===== src/rtl/divider_16by8.sv =====
// Sequential signed 16/8 divider: restoring division on magnitudes, fixed
// 17-cycle latency from the start edge to the done pulse.
module divider_16by8 (
  input  logic        clk,
  input  logic        rst,
  input  logic        start,
  input  logic [15:0] input_0,
  input  logic [7:0]  input_1,
  output logic [15:0] quotient,
  output logic [7:0]  remainder,
  output logic        busy,
  output logic        done,
  output logic        div_zero,
  output logic        overflow
);

  localparam int unsigned DVD_W = 16;
  localparam int unsigned DSR_W = 8;
  localparam int unsigned REM_W = DSR_W + 1;
  localparam int unsigned CNT_W = 4;

  localparam logic [1:0] S_IDLE = 2'd0;
  localparam logic [1:0] S_CALC = 2'd1;
  localparam logic [1:0] S_FIX  = 2'd2;

  logic [1:0]       state_q, state_d;
  logic [DVD_W-1:0] dvd_q, dvd_d;     // dividend magnitude, becomes quotient magnitude
  logic [DSR_W-1:0] dsr_q, dsr_d;     // divisor magnitude
  logic [REM_W-1:0] rem_q, rem_d;     // partial remainder
  logic [CNT_W-1:0] cnt_q, cnt_d;
  logic             neg_n_q, neg_n_d; // dividend sign
  logic             neg_d_q, neg_d_d; // divisor sign
  logic             dz_q, dz_d;       // divisor was zero
  logic             ovf_q, ovf_d;     // -32768 / -1
  logic [DVD_W-1:0] quot_q, quot_d;
  logic [DSR_W-1:0] rmd_q, rmd_d;
  logic             busy_q, busy_d;
  logic             done_q, done_d;
  logic             dzo_q, dzo_d;
  logic             ovo_q, ovo_d;

  // One extra headroom bit keeps the borrow of the trial subtraction visible.
  logic [REM_W:0]   rem_shift;
  logic [REM_W:0]   trial;

  assign quotient  = quot_q;
  assign remainder = rmd_q;
  assign busy      = busy_q;
  assign done      = done_q;
  assign div_zero  = dzo_q;
  assign overflow  = ovo_q;

  // State and datapath registers with synchronous reset.
  always_ff @(posedge clk) begin
    if (rst) begin
      state_q <= S_IDLE;
      dvd_q   <= '0;
      dsr_q   <= '0;
      rem_q   <= '0;
      cnt_q   <= '0;
      neg_n_q <= 1'b0;
      neg_d_q <= 1'b0;
      dz_q    <= 1'b0;
      ovf_q   <= 1'b0;
      quot_q  <= '0;
      rmd_q   <= '0;
      busy_q  <= 1'b0;
      done_q  <= 1'b0;
      dzo_q   <= 1'b0;
      ovo_q   <= 1'b0;
    end else begin
      state_q <= state_d;
      dvd_q   <= dvd_d;
      dsr_q   <= dsr_d;
      rem_q   <= rem_d;
      cnt_q   <= cnt_d;
      neg_n_q <= neg_n_d;
      neg_d_q <= neg_d_d;
      dz_q    <= dz_d;
      ovf_q   <= ovf_d;
      quot_q  <= quot_d;
      rmd_q   <= rmd_d;
      busy_q  <= busy_d;
      done_q  <= done_d;
      dzo_q   <= dzo_d;
      ovo_q   <= ovo_d;
    end
  end

  // Next-state, restoring-division step and sign/special-case fix-up.
  always_comb begin
    state_d   = state_q;
    dvd_d     = dvd_q;
    dsr_d     = dsr_q;
    rem_d     = rem_q;
    cnt_d     = cnt_q;
    neg_n_d   = neg_n_q;
    neg_d_d   = neg_d_q;
    dz_d      = dz_q;
    ovf_d     = ovf_q;
    quot_d    = quot_q;
    rmd_d     = rmd_q;
    busy_d    = busy_q;
    done_d    = 1'b0;
    dzo_d     = dzo_q;
    ovo_d     = ovo_q;
    rem_shift = {rem_q, dvd_q[DVD_W-1]};
    trial     = rem_shift - {2'b00, dsr_q};

    case (state_q)
      S_IDLE: begin
        if (start) begin
          neg_n_d = input_0[DVD_W-1];
          neg_d_d = input_1[DSR_W-1];
          dvd_d   = input_0[DVD_W-1] ? DVD_W'(-input_0) : input_0;
          dsr_d   = input_1[DSR_W-1] ? DSR_W'(-input_1) : input_1;
          rem_d   = '0;
          cnt_d   = '0;
          dz_d    = (input_1 == 8'h00);
          ovf_d   = (input_0 == 16'h8000) && (input_1 == 8'hFF);
          busy_d  = 1'b1;
          state_d = S_CALC;
        end
      end
      S_CALC: begin
        rem_d = trial[REM_W] ? rem_shift[REM_W-1:0] : trial[REM_W-1:0];
        dvd_d = {dvd_q[DVD_W-2:0], ~trial[REM_W]};
        cnt_d = cnt_q + CNT_W'(1);
        if (cnt_q == CNT_W'(15)) begin
          state_d = S_FIX;
        end
      end
      S_FIX: begin
        busy_d  = 1'b0;
        done_d  = 1'b1;
        state_d = S_IDLE;
        if (dz_q) begin
          quot_d = '0;
          rmd_d  = '0;
          dzo_d  = 1'b1;
          ovo_d  = 1'b0;
        end else if (ovf_q) begin
          quot_d = 16'h7FFF;
          rmd_d  = '0;
          dzo_d  = 1'b0;
          ovo_d  = 1'b1;
        end else begin
          quot_d = (neg_n_q ^ neg_d_q) ? DVD_W'(-dvd_q) : dvd_q;
          rmd_d  = neg_n_q ? DSR_W'(-rem_q[DSR_W-1:0]) : rem_q[DSR_W-1:0];
          dzo_d  = 1'b0;
          ovo_d  = 1'b0;
        end
      end
      default: begin
        state_d = S_IDLE;
      end
    endcase
  end

endmodule


===== config.mk =====
export PLATFORM = sky130hd
export DESIGN_NAME = divider_16by8
export DESIGN_NICKNAME = d
export VERILOG_FILES = /design/src/rtl/divider_16by8.sv
export SDC_FILE = /design/constraint.sdc
export NUM_CORES = 1
export LEC_CHECK = 0
export CORE_AREA = 2 2 85 87
export DETAILED_ROUTE_END_ITERATION = 8
export DIE_AREA = 0 0 87 89
export PLACE_DENSITY = 0.83
export SLEW_MARGIN = 40
export SYNTH_ARGS = -nofsm -noshare
export SYNTH_HDL_FRONTEND = slang
export SYNTH_SLANG_ARGS = --single-unit

===== constraint.sdc =====
create_clock -name clk -period 4.33 [get_ports clk]
set_input_delay 0.433 -clock clk [delete_from_list [all_inputs] [get_ports clk]]
set_output_delay 0.433 -clock clk [all_outputs]
set_load 0.02 [all_outputs]

==> impl_metrics.env <==
export IMPL_status="finished, final reports clean"
export IMPL_ioPinCount=55
export IMPL_finalCriticalPeriod_ns=2.59
export IMPL_syn_nets=526
export IMPL_cts_tree="yes"
export IMPL_crit_slowest_cell="or4_4"
export IMPL_grt_overflow=0
export IMPL_synthFlopType="dfxtp_1"
export IMPL_ys_warn_count=0
export IMPL_root_buffer="clkbuf_8"
export IMPL_htree_levels=3
export IMPL_routedWlPerCell_um=14.4
export IMPL_maxSlewViolCount=0
export IMPL_synth_distinct_cells=53
export IMPL_end_kind="register"
export IMPL_hold_viol_final=0
export IMPL_p_per_area_nw_per_um2=369
export IMPL_routed_wl_mm=8.83
export IMPL_die_w_um=87
export IMPL_synth_edf_count=0
export IMPL_final_antenna_net_count=0
export IMPL_worstPathCellList="clkdlybuf4s50_1 -> or4_4 -> or3_4 -> or3_2 -> o31ai_1 -> xor2_1 -> o21ai_0"
export IMPL_start_util_pct=58.5
export IMPL_cpPeakStageDelay_ns=0.57
export IMPL_setup_violations=0
export IMPL_post_cts_buffers=0
export IMPL_holdBufCountCts=0
export IMPL_insertion_delay_ns=0.35
export IMPL_worstPathMaxFanout=3
export IMPL_layout_commonest_cell="dfxtp_1"
export IMPL_ys_seq_area_share_pct=36.1
export IMPL_first_global_vias=3225
export IMPL_worst_pin_slew_ns=0.776
export IMPL_fin_crit_sh_pct=59.7
export IMPL_synth_seq_cells=71
export IMPL_critPathKind="in2reg"
export IMPL_die_area_um2=7740
export IMPL_regArea_um2=1420
export IMPL_place_gp_congestion=0.844
export IMPL_hold_path_class="reg2reg"
export IMPL_synthToLayoutAreaGrowth_pct=20.0
export IMPL_final_cell_mix="71 x dfxtp_1, 54 x nor2_1, 54 x clkdlybuf4s50_1"
export IMPL_rsz0062_at_grt="false"
export IMPL_clock_path_buffers=2
export IMPL_dp_hpwl_mm=6.75
export IMPL_via_per_inst=5.85
export IMPL_io_buffers=54
export IMPL_cp_top_family="simple AND/OR/NAND/NOR gates"
export IMPL_rows=30
export IMPL_multiInputGateArea_um2=2350
export IMPL_setup_tns_ns=0
export IMPL_clk_pin_slew_worst_paths_ns=0.08
export IMPL_fin_nets=569
export IMPL_cts_resized=0
export IMPL_fp_dieH_um=89
export IMPL_leakage_nw=1.82
export IMPL_crit_required_ns=4.55
export IMPL_num_antenna_cells=0
export IMPL_skew_ns=0.00510
export IMPL_grt_max_degree=46
export IMPL_crit_buf_inv=1
export IMPL_synth_area_um2=3930
export IMPL_critPathLaunchType="input pin"
export IMPL_vias=3580
export IMPL_total_power_mw=1.74
export IMPL_drt_pass1_iter_count=5
export IMPL_numCtsBuffers=9
export IMPL_critical_path_arrival_ns=2.81
export IMPL_drc=0
export IMPL_final_layout_size_suffix_gt1_share_pct=6.20
export IMPL_design_core_area_um2=6720
export IMPL_ir_drop_uv=213
export IMPL_cts_sinks=71
export IMPL_drv_cap=0
export IMPL_fillers=511
export IMPL_relSlewSlack_pct=47.8
export IMPL_syn_inst=484
export IMPL_track_usage_pct=24.3
export IMPL_ys_async_sr_fraction_pct=0
export IMPL_timing_fmax_ghz=0.387
export IMPL_synth_avg_cell_area_um2=8.13
export IMPL_antenna_found_initial=0
export IMPL_grt_first_pass_wirelength_mm=14.9
export IMPL_initialDrtViolationCount=292
## worst reg2reg max path: stages, from the launching register on
cell       delay, ns
dfxtp_1         0.51
ha_1            0.30
nor2b_1         0.16
o2111ai_1       0.29
a22oi_1         0.19
xnor2_2         0.48
mux2_2          0.40
o21ai_0         0.14
## flip-flops by register name, summed over array words and instances (netlist names)
signal     cells
busy           1
cnt_q          4
div_zero       1
done           1
dsr_q          8
dvd_q         16
dz_q           1
neg_d_q        1
neg_n_q        1
overflow       1
ovf_q          1
quotient      16
rem_q          9
remainder      8
state_q        2
## layer usage
layer	up-vias	GRT usage, %	wire length (um)
li1	1804	-	-
met1	1638	31.3	4000
met2	116	40.0	4170
met3	22	5.63	458
met4	0	9.09	192
met5	-	0	0
## path summary, 6_finish.rpt
check,startpoint,to,slack (ns),cells past startpoint
max,input_0[6],dvd_q[13],1.74,7
min,quotient[11],quotient[11],0.44,2
max reg2reg,rem_q[0],rem_q[0],1.79,7
min reg2reg,quotient[11],quotient[11],0.44,2
## layout make-up
cell class | count | share of cell area [%]
multi-input combinational | 364 | 49.8
sequential | 71 | 30.1
timing repair buffer | 56 | 11.8
clock buffer | 10 | 2.92
tap | 80 | 2.12
inverter | 25 | 1.99
clock inverter | 6 | 1.27
## cells in the mapped netlist, types with 3 or more instances
cell type	instances	area [um^2]
dfxtp_1	71	1420
nor2_1	55	206
nand2_1	53	199
o21ai_0	40	200
inv_1	25	93.8
xnor2_1	25	219
a21oi_1	23	115
a22oi_1	23	173
clkbuf_1	20	75.1
xor2_1	18	158
ha_1	14	175
nor3_1	12	60.1
a211oi_1	10	75.1
mux2i_1	10	100
o31ai_1	9	67.6
nand2b_1	7	43.8
nor4_1	6	37.5
o21a_1	5	37.5
a31oi_1	4	25.0
buf_1	4	15.0
nor2b_1	4	25.0
nand3_1	3	15.0
nand4_1	3	18.8
## per-stage QoR
step           instance area, um^2  cells  hold WS [ns]  util (%)  setup slack (ns)
2_1_floorplan                 3930    484         0.440         -              1.91
5_1_grt                       4720    612         0.462      70.3              1.58
4_1_cts                       4720    612         0.440      70.3              1.74
6_report                      4720    612         0.436      70.3              1.74
3_3_place_gp                  4500    596         0.425      66.9              1.45
3_5_place_dp                  4520    596         0.430      67.3              1.37
## power by group
| part | internal (mW) | leakage [nW] | total [mW] | switching, mW |
|---|---|---|---|---|
| Clock | 0.278 | 0.0981 | 0.527 | 0.249 |
| Sequential | 0.687 | 0.577 | 0.736 | 0.0491 |
| Combinational | 0.223 | 1.14 | 0.480 | 0.257 |
## cell families after synthesis
logic type,after synthesis,share of synthesized area (%)
AND/OR/NAND/NOR,159,18.7
AO/OA/AOI/OAI,135,22.8
flip-flops,71,36.1
buffers and inverters,49,4.68
XOR/XNOR,43,9.58
adder cells (fa/ha/maj),15,4.96
multiplexers,12,3.12
No activity file was read; power rests on OpenSTA's default activity.
